<file path="src/rtl/mem_ctrl_if.sv">
// Bundle of the IF/MEM requester handshakes and the byte-wide RAM bus seen by mem_ctrl.
interface mem_ctrl_if #(
  parameter int RAM_AW = 17
);
  logic              if_req_i;
  logic [31:0]       if_addr_i;
  logic [31:0]       if_data_o;
  logic              if_done_o;
  logic              mem_req_i;
  logic              mem_we_i;
  logic [31:0]       mem_addr_i;
  logic [3:0]        mem_sel_i;
  logic [31:0]       mem_data_i;
  logic [31:0]       mem_data_o;
  logic              mem_done_o;
  logic              stall_o;
  logic [RAM_AW-1:0] ram_addr_o;
  logic              ram_we_o;
  logic [7:0]        ram_dout_o;
  logic [7:0]        ram_din_i;

  // Controller side
  modport slave (
    input  if_req_i, if_addr_i, mem_req_i, mem_we_i, mem_addr_i, mem_sel_i, mem_data_i, ram_din_i,
    output if_data_o, if_done_o, mem_data_o, mem_done_o, stall_o, ram_addr_o, ram_we_o, ram_dout_o
  );

  // Requester / RAM side
  modport master (
    output if_req_i, if_addr_i, mem_req_i, mem_we_i, mem_addr_i, mem_sel_i, mem_data_i, ram_din_i,
    input  if_data_o, if_done_o, mem_data_o, mem_done_o, stall_o, ram_addr_o, ram_we_o, ram_dout_o
  );
endinterface

</file>
<file path="src/rtl/mem_ctrl.sv">
// Shared byte-wide RAM controller: arbitrates IF vs MEM (MEM wins), walks the selected
// byte lanes in ascending order, assembles load words and raises stall while busy.
module mem_ctrl #(
  parameter int RAM_AW = 17
) (
  input  logic      clk,
  input  logic      rst,
  mem_ctrl_if.slave bus
);
  typedef enum logic [1:0] {IDLE, ACCESS, WAIT, DONE} state_t;

  state_t            state_q, state_d;
  logic              gnt_mem_q;
  logic              we_q;
  logic              rd_pend_q;
  logic [3:0]        rem_q;
  logic [1:0]        rd_lane_q;
  logic [RAM_AW-1:0] base_q;
  logic [31:0]       wdata_q;
  logic [31:0]       asm_q;
  logic [31:0]       if_data_q;
  logic [31:0]       mem_data_q;

  logic              grant_mem;
  logic              grant_if;
  logic [31:0]       req_addr;
  logic [1:0]        cur_lane;
  logic [3:0]        rem_next;
  logic [31:0]       word_fin;
  logic [RAM_AW-1:0] ram_addr_d;
  logic              ram_we_d;
  logic [7:0]        ram_dout_d;
  logic              unused_addr_bits;

  // Lowest set lane of the remaining mask; lanes are issued in ascending order.
  function automatic logic [1:0] first_lane(input logic [3:0] m);
    logic [1:0] l;
    l = 2'd3;
    if (m[2]) l = 2'd2;
    if (m[1]) l = 2'd1;
    if (m[0]) l = 2'd0;
    return l;
  endfunction

  assign grant_mem = (state_q == IDLE) && bus.mem_req_i;
  assign grant_if  = (state_q == IDLE) && !bus.mem_req_i && bus.if_req_i;
  assign req_addr  = bus.mem_req_i ? bus.mem_addr_i : bus.if_addr_i;
  assign cur_lane  = first_lane(rem_q);
  assign rem_next  = rem_q & ~(4'b0001 << cur_lane);

  // Address bits above the RAM and the in-word offset carry no information here.
  assign unused_addr_bits = ^{req_addr[31:RAM_AW], req_addr[1:0]};

  // State register.
  always_ff @(posedge clk) begin
    if (rst) state_q <= IDLE;
    else     state_q <= state_d;
  end

  // Next state and RAM bus drive; the RAM bus is idle (all zero) outside ACCESS.
  always_comb begin
    state_d    = state_q;
    ram_addr_d = '0;
    ram_we_d   = 1'b0;
    ram_dout_d = '0;
    case (state_q)
      IDLE: begin
        if (grant_mem)     state_d = (bus.mem_sel_i == 4'b0000) ? DONE : ACCESS;
        else if (grant_if) state_d = ACCESS;
      end
      ACCESS: begin
        ram_addr_d = base_q + RAM_AW'(cur_lane);
        ram_we_d   = we_q;
        if (we_q) ram_dout_d = wdata_q[{cur_lane, 3'b000} +: 8];
        if (rem_next == 4'b0000) state_d = we_q ? DONE : WAIT;
      end
      WAIT:    state_d = DONE;
      DONE:    state_d = IDLE;
      default: state_d = IDLE;
    endcase
  end

  // Final load word: the last byte arrives from the RAM during WAIT and is merged here.
  always_comb begin
    word_fin = asm_q;
    if (state_q == WAIT) word_fin[{rd_lane_q, 3'b000} +: 8] = bus.ram_din_i;
  end

  // Grant capture of the request control and the lane walk.
  always_ff @(posedge clk) begin
    if (rst) begin
      gnt_mem_q <= 1'b0;
      we_q      <= 1'b0;
      rem_q     <= '0;
      rd_pend_q <= 1'b0;
      rd_lane_q <= '0;
    end else if (grant_mem || grant_if) begin
      gnt_mem_q <= grant_mem;
      we_q      <= grant_mem && bus.mem_we_i;
      rem_q     <= grant_mem ? bus.mem_sel_i : 4'b1111;
      rd_pend_q <= 1'b0;
    end else if (state_q == ACCESS) begin
      rem_q     <= rem_next;
      rd_lane_q <= cur_lane;
      rd_pend_q <= !we_q;
    end
  end

  // Request data latches and read assembly; each byte lands one cycle after its address.
  always_ff @(posedge clk) begin
    if (grant_mem || grant_if) begin
      base_q  <= {req_addr[RAM_AW-1:2], 2'b00};
      wdata_q <= grant_mem ? bus.mem_data_i : '0;
      asm_q   <= '0;
    end else if (state_q == ACCESS && !we_q && rd_pend_q) begin
      asm_q[{rd_lane_q, 3'b000} +: 8] <= bus.ram_din_i;
    end
  end

  // Completion words, loaded on entry to DONE and held until the next completion.
  always_ff @(posedge clk) begin
    if (rst) begin
      if_data_q  <= '0;
      mem_data_q <= '0;
    end else if (state_d == DONE && state_q != DONE) begin
      if (state_q == IDLE) mem_data_q <= '0;
      else if (gnt_mem_q)  mem_data_q <= we_q ? '0 : word_fin;
      else                 if_data_q  <= word_fin;
    end
  end

  assign bus.if_data_o  = if_data_q;
  assign bus.mem_data_o = mem_data_q;
  assign bus.if_done_o  = (state_q == DONE) && !gnt_mem_q;
  assign bus.mem_done_o = (state_q == DONE) && gnt_mem_q;
  assign bus.stall_o    = (bus.if_req_i && !bus.if_done_o) || (bus.mem_req_i && !bus.mem_done_o);
  assign bus.ram_addr_o = ram_addr_d;
  assign bus.ram_we_o   = ram_we_d;
  assign bus.ram_dout_o = ram_dout_d;
endmodule

</file>
<file path="src/flat_wrapper.sv">
// flat-port wrapper written by rule: the top's interface ports become plain ports
module mem_ctrl_flat 
#(
  parameter int RAM_AW = 17
)
  (clk, rst, bus_if_req_i, bus_if_addr_i, bus_mem_req_i, bus_mem_we_i, bus_mem_addr_i, bus_mem_sel_i, bus_mem_data_i, bus_ram_din_i, bus_if_data_o, bus_if_done_o, bus_mem_data_o, bus_mem_done_o, bus_stall_o, bus_ram_addr_o, bus_ram_we_o, bus_ram_dout_o);
  mem_ctrl_if #(.RAM_AW(RAM_AW)) bus_i ();
  input  logic clk;
  input  logic rst;
  input wire logic [$bits(bus_i.if_req_i)-1:0] bus_if_req_i;
  input wire logic [$bits(bus_i.if_addr_i)-1:0] bus_if_addr_i;
  input wire logic [$bits(bus_i.mem_req_i)-1:0] bus_mem_req_i;
  input wire logic [$bits(bus_i.mem_we_i)-1:0] bus_mem_we_i;
  input wire logic [$bits(bus_i.mem_addr_i)-1:0] bus_mem_addr_i;
  input wire logic [$bits(bus_i.mem_sel_i)-1:0] bus_mem_sel_i;
  input wire logic [$bits(bus_i.mem_data_i)-1:0] bus_mem_data_i;
  input wire logic [$bits(bus_i.ram_din_i)-1:0] bus_ram_din_i;
  output wire logic [$bits(bus_i.if_data_o)-1:0] bus_if_data_o;
  output wire logic [$bits(bus_i.if_done_o)-1:0] bus_if_done_o;
  output wire logic [$bits(bus_i.mem_data_o)-1:0] bus_mem_data_o;
  output wire logic [$bits(bus_i.mem_done_o)-1:0] bus_mem_done_o;
  output wire logic [$bits(bus_i.stall_o)-1:0] bus_stall_o;
  output wire logic [$bits(bus_i.ram_addr_o)-1:0] bus_ram_addr_o;
  output wire logic [$bits(bus_i.ram_we_o)-1:0] bus_ram_we_o;
  output wire logic [$bits(bus_i.ram_dout_o)-1:0] bus_ram_dout_o;
  assign bus_i.if_req_i = bus_if_req_i;
  assign bus_i.if_addr_i = bus_if_addr_i;
  assign bus_i.mem_req_i = bus_mem_req_i;
  assign bus_i.mem_we_i = bus_mem_we_i;
  assign bus_i.mem_addr_i = bus_mem_addr_i;
  assign bus_i.mem_sel_i = bus_mem_sel_i;
  assign bus_i.mem_data_i = bus_mem_data_i;
  assign bus_i.ram_din_i = bus_ram_din_i;
  assign bus_if_data_o = bus_i.if_data_o;
  assign bus_if_done_o = bus_i.if_done_o;
  assign bus_mem_data_o = bus_i.mem_data_o;
  assign bus_mem_done_o = bus_i.mem_done_o;
  assign bus_stall_o = bus_i.stall_o;
  assign bus_ram_addr_o = bus_i.ram_addr_o;
  assign bus_ram_we_o = bus_i.ram_we_o;
  assign bus_ram_dout_o = bus_i.ram_dout_o;
  mem_ctrl #(.RAM_AW(RAM_AW)) u_core (.clk(clk), .rst(rst), .bus(bus_i));
endmodule
</file>
<file path="config.mk">
export PLATFORM = sky130hd
export DESIGN_NAME = mem_ctrl_flat
export DESIGN_NICKNAME = d
export VERILOG_FILES = /design/src/rtl/mem_ctrl_if.sv /design/src/rtl/mem_ctrl.sv /design/src/flat_wrapper.sv
export SDC_FILE = /design/constraint.sdc
export NUM_CORES = 1
export LEC_CHECK = 0
export ABC_AREA = 1
export CAP_MARGIN = 20
export CORE_ASPECT_RATIO = 1.25
export CORE_MARGIN = 3
export CORE_UTILIZATION = 41
export CTS_CLUSTER_SIZE = 24
export DETAILED_ROUTE_END_ITERATION = 8
export GPL_TIMING_DRIVEN = 0
export MAX_ROUTING_LAYER = met4
export PLACE_DENSITY = 0.8
export RECOVER_POWER = 25
export REMOVE_ABC_BUFFERS = 1
export SYNTH_ARGS = -nofsm -noshare
export SYNTH_HDL_FRONTEND = slang
export SYNTH_SLANG_ARGS = --single-unit
</file>
<file path="constraint.sdc">
create_clock -name clk -period 3.8 [get_ports clk]
set_clock_uncertainty 0.1 [all_clocks]
set_input_delay 0.76 -clock clk [delete_from_list [all_inputs] [get_ports clk]]
set_output_delay 0.76 -clock clk [all_outputs]
set_load 0.1 [all_outputs]
</file>
; After elaboration in Yosys (flattened, before gate mapping)
; Index checks and enable logic that the tools add are counted.
; Widths: inputs -> output; s select.
[totals]
word_cells = 76
in_bits = 113
register_bits = 154
out_inout_bits = 93
[classes]
eq_ne = 5
muxes = 22
bitwise = 5
shift = 4
addsub = 2
reduce_logical = 27
[ops]
columns = operator, n
row1 = $mux 32, 4
row2 = $mux 17, 2
row3 = $bwmux 32, 1
row4 = $shift 8x7->32 const A, 1
row5 = $shiftx 32x6->8, 1
row6 = $shiftx 8x7->32, 1
row7 = $add 17x2->17, 1
row8 = $mux 8, 2
row9 = $mux 2, 6
row10 = $mux 4, 3
row11 = $logic_and 1x1->1, 11
row12 = $logic_not 4->1, 2
row13 = $pmux 2 s4, 1
row14 = $neg 5->7, 1
row15 = $eq 2x2->1 const B, 3
row16 = $logic_not 1->1, 5
row17 = $and 4x4->4, 1
row18 = $not 4->4, 1
row19 = $reduce_and 2->1, 2
row20 = $reduce_bool 2->1, 2
row21 = $shl 1x2->4 const A, 1
row22 = $mux 1, 3
row23 = $not 1->1, 3
row24 = $reduce_and 3->1, 1
row25 = other kinds (5), 6

; Depth between registers and ports, before layout
; Gate-level depths: netlist (run 1).
[depth]
depth_word = 12
ltp_mapped = 13
depth_no_buf = 11

; Least setup slack after synthesis (run 1)
; No wires, ideal clock.
[synth_path]
path_type = register -> output
startpoint = register u_core.state_q[0]
endpoint = output bus_ram_dout_o[0]
arrival_ns = 4.284
path_slack_ns = -1.344
path_buffers = 0
required_ns = 2.940
path_stages_with_launch = 7
path_cell_list = dfxtp_1 > inv_2 > nor2_1 > inv_1 > nor2_1 > clkinv_1 > a31oi_1
[synth_between]
elab_chain_len = 2
[synth_lines]
columns = element, line_no
row1 = start: declaration, mem_ctrl.sv:12  ; state_t state_q, state_d;
row2 = start signal: assignment, mem_ctrl.sv:57  ; else state_q <= state_d;
row3 = $eq 2x1->1, mem_ctrl.sv:66  ; case (state_q)
row4 = $mux 8, mem_ctrl.sv:66
row5 = end: declaration, flat_wrapper.sv:25  ; output wire logic [$bits(bus_i.ram_dout_o)-1:0] bus_ram_dout_o;
; No other way between the ends.

; Worst setup path in the final report (run 1)
[layout_path]
startpoint = register u_core.state_q[0]
endpoint = output bus_ram_addr_o[16]
[layout_between]
elab_chain_len = 2
[layout_lines]
columns = element, line_no
row1 = $eq 2x1->1, mem_ctrl.sv:66
row2 = $mux 17, mem_ctrl.sv:66
row3 = end: declaration, flat_wrapper.sv:23  ; output wire logic [$bits(bus_i.ram_addr_o)-1:0] bus_ram_addr_o;
; No other way between the ends.

==> results of run 1 <==
[per-stage QoR]
stage / instances / hold WS (ns) / area, um^2
floorplan: 1111 / 0.366 / 7810
detailed placement: 1551 / 0.396 / 9960
global route: 1585 / 0.424 / 10500
finish: 1585 / 0.406 / 10500
global placement: 1547 / 0.389 / 9860
CTS: 1583 / 0.409 / 10500
[routing by layer]
metal	up-vias	share of wire
li1	3968	-
met1	3400	0.42
met2	197	0.51
met3	14	0.063
met4	0	0.0096
met5	-	0
[placed cells by master, fill, tap and decap left out, types with 2 or more instances in the layout]
cell,n
inv_1,189
ha_1,5
a21oi_1,8
nor2_1,149
o21ai_0,48
nand2_2,4
clkinv_2,2
edfxtp_1,47
or2_2,32
buf_4,3
dlygate4sd2_1,15
clkdlybuf4s50_1,142
nor2_4,4
nand3_1,94
inv_2,23
clkbuf_4,6
dfxtp_1,107
clkinv_4,4
clkdlybuf4s15_1,4
nand3_4,2
bufinv_16,2
nor2_2,2
clkinv_1,6
nand4_1,65
inv_6,2
nand2_1,279
clkbuf_16,17
a31oi_1,40
clkinvlp_4,4
[registers in the layout, summed over array words and instances (netlist names)]
| name | flops |
|---|---|
| u_core.we_q | 1 |
| u_core.state_q | 2 |
| u_core.bus.if_data_o | 32 |
| u_core.bus.mem_data_o | 32 |
| u_core.rem_q | 4 |
| u_core.rd_pend_q | 1 |
| u_core.asm_q | 32 |
| u_core.gnt_mem_q | 1 |
| u_core.wdata_q | 32 |
| u_core.rd_lane_q | 2 |
| u_core.base_q | 15 |
[cell families (layout without fill, tap and decap cells)]
kind of cell	Yosys count	in the layout	synth area share
AO/OA/AOI/OAI	99	99	0.0676
AND/OR/NAND/NOR	635	635	0.343
adder cells (fa/ha/maj)	5	5	0.00761
flip-flops	154	154	0.432
buffers and inverters	284	427	0.149
[final cells by class]
| cell class | count | area share |
|---|---|---|
| multi-input cells | 739 | 0.330 |
| flip-flops and latches | 154 | 0.338 |
| clock inverters | 15 | 0.0144 |
| repair inverters | 1 | 0.000477 |
| repair buffers | 176 | 0.166 |
| inverters | 218 | 0.0786 |
| clock buffers | 17 | 0.0405 |
| well taps | 265 | 0.0316 |
[worst min-delay path: stages (launching register included)]
cell,delay (ns)
dfxtp_1,0.31
inv_1,0.04
nand2_1,0.04
inv_1,0.04
nor2_1,0.03
[path summary, 6_finish.rpt]
kind | from | end | slack (ns) | cells past startpoint
min | u_core.bus.if_data_o[27] | u_core.bus.if_data_o[27] | 0.41 | 4
max | u_core.state_q[0] | bus_ram_addr_o[16] | 0.12 | 5
max reg2reg | u_core.state_q[1] | u_core.bus.mem_data_o[26] | 0.95 | 8
min reg2reg | u_core.bus.if_data_o[27] | u_core.bus.if_data_o[27] | 0.41 | 4
[what timing repair did]
item | 4_1_cts | 5_1_grt
resized for setup | 73 | 12
endpoints found under the setup margin | 27 | 11
setup buffers | 0 | 1
endpoints found under the hold margin | 0 | 0
cloned | 0 | 1
==> flow_summary_export.csv, run 1 <==
group,metric,value,unit
outcome,status,"finished, final reports clean",
final_layout,fillers,1932,
global_route,use_met3,0.0524,
critical_path,cp_cell_sequence,"inv_2, nor2_2, clkinvlp_2, nor2_1, clkdlybuf4s15_1",
global_route,antenna_found_initial,0,
critical_path,slowest_stage,"clkdlybuf4s15_1",
final_layout,multi_input_area,3460,um^2
clock_tree,cts_hold_buf,0,
synthesis,yosysMostFrequentCell,"nand2_1",
final_layout,drive_above_1_share,0.0894,
sta,hold_viol,0,
synthesis,synth_area_leaders,"dfxtp_1, edfxtp_1, nand2_1",
floorplan,placementRows,57,
synthesis,synth_cells,1177,
sta,fmax,272,MHz
clock_tree,numCtsBuffers,17,
synthesis,ys_seq_area_frac,0.432,
route,drc_errors,0,
synthesis,netlist_area,8220,um^2
synthesis,yosys.area.top_type,"dfxtp_1",
critical_path,critPathKind,"register to output port",
clock_tree,cts_max_path_buffers,2,
clock_tree,clkSlewWorstSetupHoldPaths,0.06,ns
floorplan,start_util,0.421,
critical_path,worst-endpoint-arrival,2.82,ns
synthesis,ys_top_cells_by_count,"nand2_1, inv_1, nor2_1",
global_route,grt_busiest_layer,"met2",
critical_path,critPathLaunchType,"register",
placed_design,dp_hpwl,14500,um
route,route.vias.total,7579,
placed_design,port_buffers,171,
sta,fin_crit,3.68,ns
final_layout,area_growth,27.7,%
floorplan,die-width,133,um
clock_tree,clock-sinks,154,
global_route,grt-ovfl-total,0,
clock_tree,clk_latency,0.43,ns
global_route,grt_pass1_wl,33800,um
clock_tree,cts_tree,"done",
sta,setup_viol,0,
critical_path,required,2.94,ns
route,drt_iter0_drc,420,
sta,worst_slack,0.125,ns
final_layout,diodes,0,
synthesis,async_flop_share,0,
route,routed_wirelength,20800,um
placed_design,gp_congestion,0.882,
synthesis,synth_edf_count,47,
clock_tree,cts_max_level,4,
synthesis,synth_top_cell_area_share,0.261,
floorplan,die_area,21800,um^2
route,postRouteAntennaNets,0,
synthesis,synth-main-ff-cell,"dfxtp_1",
global_route,use_met2,0.346,
sta,period_share,0.967,
sta,rsz0062_at_grt,"true",
final_layout,fin_nets,1425,
floorplan,core_area,19500,um^2
global_route,grtUsageTotal,0.197,
critical_path,crit_fanout,11,
synthesis,ys_warn_count,0,
global_route,grt_pass1_vias,7047,
route,drt-vias-per-instance,4.78,
critical_path,critPathTopFamily,"buffers and inverters",
sta,tns,0,ns
flow_run,maxCapViolations,0,
min_path,hold_path.class,"register to register",
sta,maxSlewViolCount,0,
final_layout,final_util,0.537,
synthesis,synth.distinct_cells,30,
final_layout,seqCellArea,3550,um^2
floorplan,boundaryPins,206,
critical_path,max_stage_delay,0.85,ns
floorplan,fp.dieH,164,um
synthesis,ys_ff_latch,154,
critical_path,end_kind,"output port",
synthesis,syn_area_per_cell,6.99,um^2
placed_design,dp_worst_setup_slack,-0.948,ns
route,drt_first_pass_iters,5,
critical_path,cp_num_buf_inv,3,
global_route,grt_max_degree,67,
sta,tightest_slew,1.15,ns
route,wire_per_inst,13.1,um
global_route,use_met1,0.226,
clock_tree,clockRootBuffer,"clkbuf_16",
sta,slew_headroom,0.234,
Power of run 1 is left out: the tool's default activity adds up to more than one toggle a clock period on the data nets, which glitch-free logic cannot reach.
==> run 2: changes to the inputs <==
--- a/config.mk
+++ b/config.mk
@@ -15,3 +15,2 @@
 export GPL_TIMING_DRIVEN = 0
-export MAX_ROUTING_LAYER = met4
 export PLACE_DENSITY = 0.8
==> constraint.sdc (replaced) <==
create_clock -name clk -period 3.8 [get_ports clk]
set_clock_uncertainty 0.1 [all_clocks]
set_input_delay 0.95 -clock clk [delete_from_list [all_inputs] [get_ports clk]]
set_output_delay 0.95 -clock clk [all_outputs]
set_load 0.1 [all_outputs]
==> run 2 against run 1 <==
  * Final area is 0.39% lower
  * Hold slack hardly changed
  * Non-clock buffer count stayed put
  * Clock-buffer cell count stayed put
  * Sequential share of layout area is 0.13 points higher
  * Global-route usage is 0.54 points lower
  * Die area stayed put
  * Wire length is 0.13% higher
  * Final cell count stayed put
  * Largest cell class unchanged
==> flow_summary_export.csv, run 2 (synthesized netlist as in run 1, its figures left out) <==
group,metric,value,unit
outcome,status,"finished, final reports clean",
flow_run,maxCapViolations,0,
min_path,hold_path.class,"register to register",
critical_path,crit_fanout,10,
global_route,grt_pass1_vias,7029,
route,drt_first_pass_iters,5,
placed_design,dp_worst_setup_slack,-1.33,ns
route,wire_per_inst,13.1,um
min_path,hold_depth,4,
clock_tree,numCtsBuffers,17,
sta,fin_crit,3.67,ns
floorplan,placementRows,57,
sta,rsz0062_at_grt,"false",
placed_design,dp.cells,1551,
global_route,antenna_found_initial,0,
placed_design,gp_congestion,0.868,
clock_tree,clockRootBuffer,"clkbuf_16",
route,routed_wirelength,20800,um
sta,worst_slack,0.133,ns
global_route,grt_max_degree,67,
global_route,grtUsageTotal,0.191,
final_layout,fin_cells,1585,
floorplan,die_area,21800,um^2
sta,maxSlewViolCount,0,
placed_design,dp_hpwl,14500,um
route,drc_errors,0,
route,drt-vias-per-instance,4.79,
final_layout,drive_above_1_share,0.102,
floorplan,boundaryPins,206,
floorplan,fp.dieH,164,um
sta,hold_viol,0,
final_layout,layout_commonest_cell,"nand2_1",
critical_path,critPathKind,"register to output port",
clock_tree,clk_latency,0.43,ns
critical_path,end_kind,"output port",
global_route,grt_pass1_wl,33900,um
sta,slew_headroom,0.236,
final_layout,layout_common_cells,"nand2_1, inv_1, nor2_1, clkdlybuf4s50_1, dfxtp_1",
global_route,grt-ovfl-total,0,
final_layout,diodes,0,
critical_path,required,2.75,ns
sta,tightest_slew,1.15,ns
clock_tree,cts_max_path_buffers,2,
route,postRouteAntennaNets,0,
final_layout,fin_nets,1425,
sta,fmax,273,MHz
placed_design,dpl-instance-area,9960,um^2
final_layout,area_growth,27.2,%
sta,period_share,0.965,
clock_tree,cts_tree,"done",
floorplan,core_area,19500,um^2
floorplan,start_util,0.421,
critical_path,critPathLaunchType,"register",
clock_tree,cts_max_level,4,
clock_tree,clock-sinks,154,
route,route.vias.total,7593,
placed_design,port_buffers,171,
sta,setup_viol,0,
floorplan,die-width,133,um
final_layout,fin_area,10500,um^2
route,drt_iter0_drc,382,
critical_path,r2r_cells,8,
clock_tree,clkSlewWorstSetupHoldPaths,0.06,ns
critical_path,worst-endpoint-arrival,2.62,ns
## run 2: area by class of cell
class	instances	area, um^2
clock buffers	17	425
clock inverters	15	151
fillers	1938	9080
inverters	218	826
multi-input cells	739	3460
flip-flops and latches	154	3550
well taps	265	332
repair buffers	176	1700
repair inverters	1	7.51
## run 2: worst paths after layout
check	startpoint	endpoint	slack, ns
max	u_core.state_q[0]	bus_ram_addr_o[10]	0.13
min	u_core.bus.if_data_o[27]	u_core.bus.if_data_o[27]	0.41
max reg2reg	u_core.state_q[1]	u_core.bus.mem_data_o[26]	0.95
min reg2reg	u_core.bus.if_data_o[27]	u_core.bus.if_data_o[27]	0.41
## run 2: timing repair
action	in CTS	in global routing
setup buffers	0	1
hold buffers	0	0
endpoints found under the setup margin	39	24
gates cloned	0	1
gates resized for setup	86	31
pin swaps	0	0
## run 2: worst max-delay path, cell delays in order (launching register included)
cell and delay [ns]:
dfxtp_1 0.47, inv_2 0.07, nor2_2 0.32, clkinvlp_4 0.22, buf_4 0.21, nor2_1 0.09, clkdlybuf4s15_1 0.82
## run 2: layer usage
| metal | wire, um | up-vias | part of all wire | GRT usage |
|---|---|---|---|---|
| met5 | 0 | - | 0 | 0 |
| met4 | 200 | 0 | 0.0096 | 0.0435 |
| met3 | 1480 | 14 | 0.071 | 0.0600 |
| met2 | 10600 | 215 | 0.51 | 0.345 |
| met1 | 8530 | 3392 | 0.41 | 0.222 |
| li1 | - | 3972 | - | - |
## run 2: through the flow
| step | TNS (ns) | utilization | hold slack, ns |
|---|---|---|---|
| after CTS | -0.421 | 0.538 | 0.409 |
| final | 0 | 0.535 | 0.406 |
| after global routing | 0 | 0.535 | 0.424 |
| after floorplan | -14.61 | - | 0.366 |
| after detailed placement | -42.02 | 0.510 | 0.396 |
| after global placement | -153.04 | 0.504 | 0.389 |
Power of run 2 is left out for the same reason.
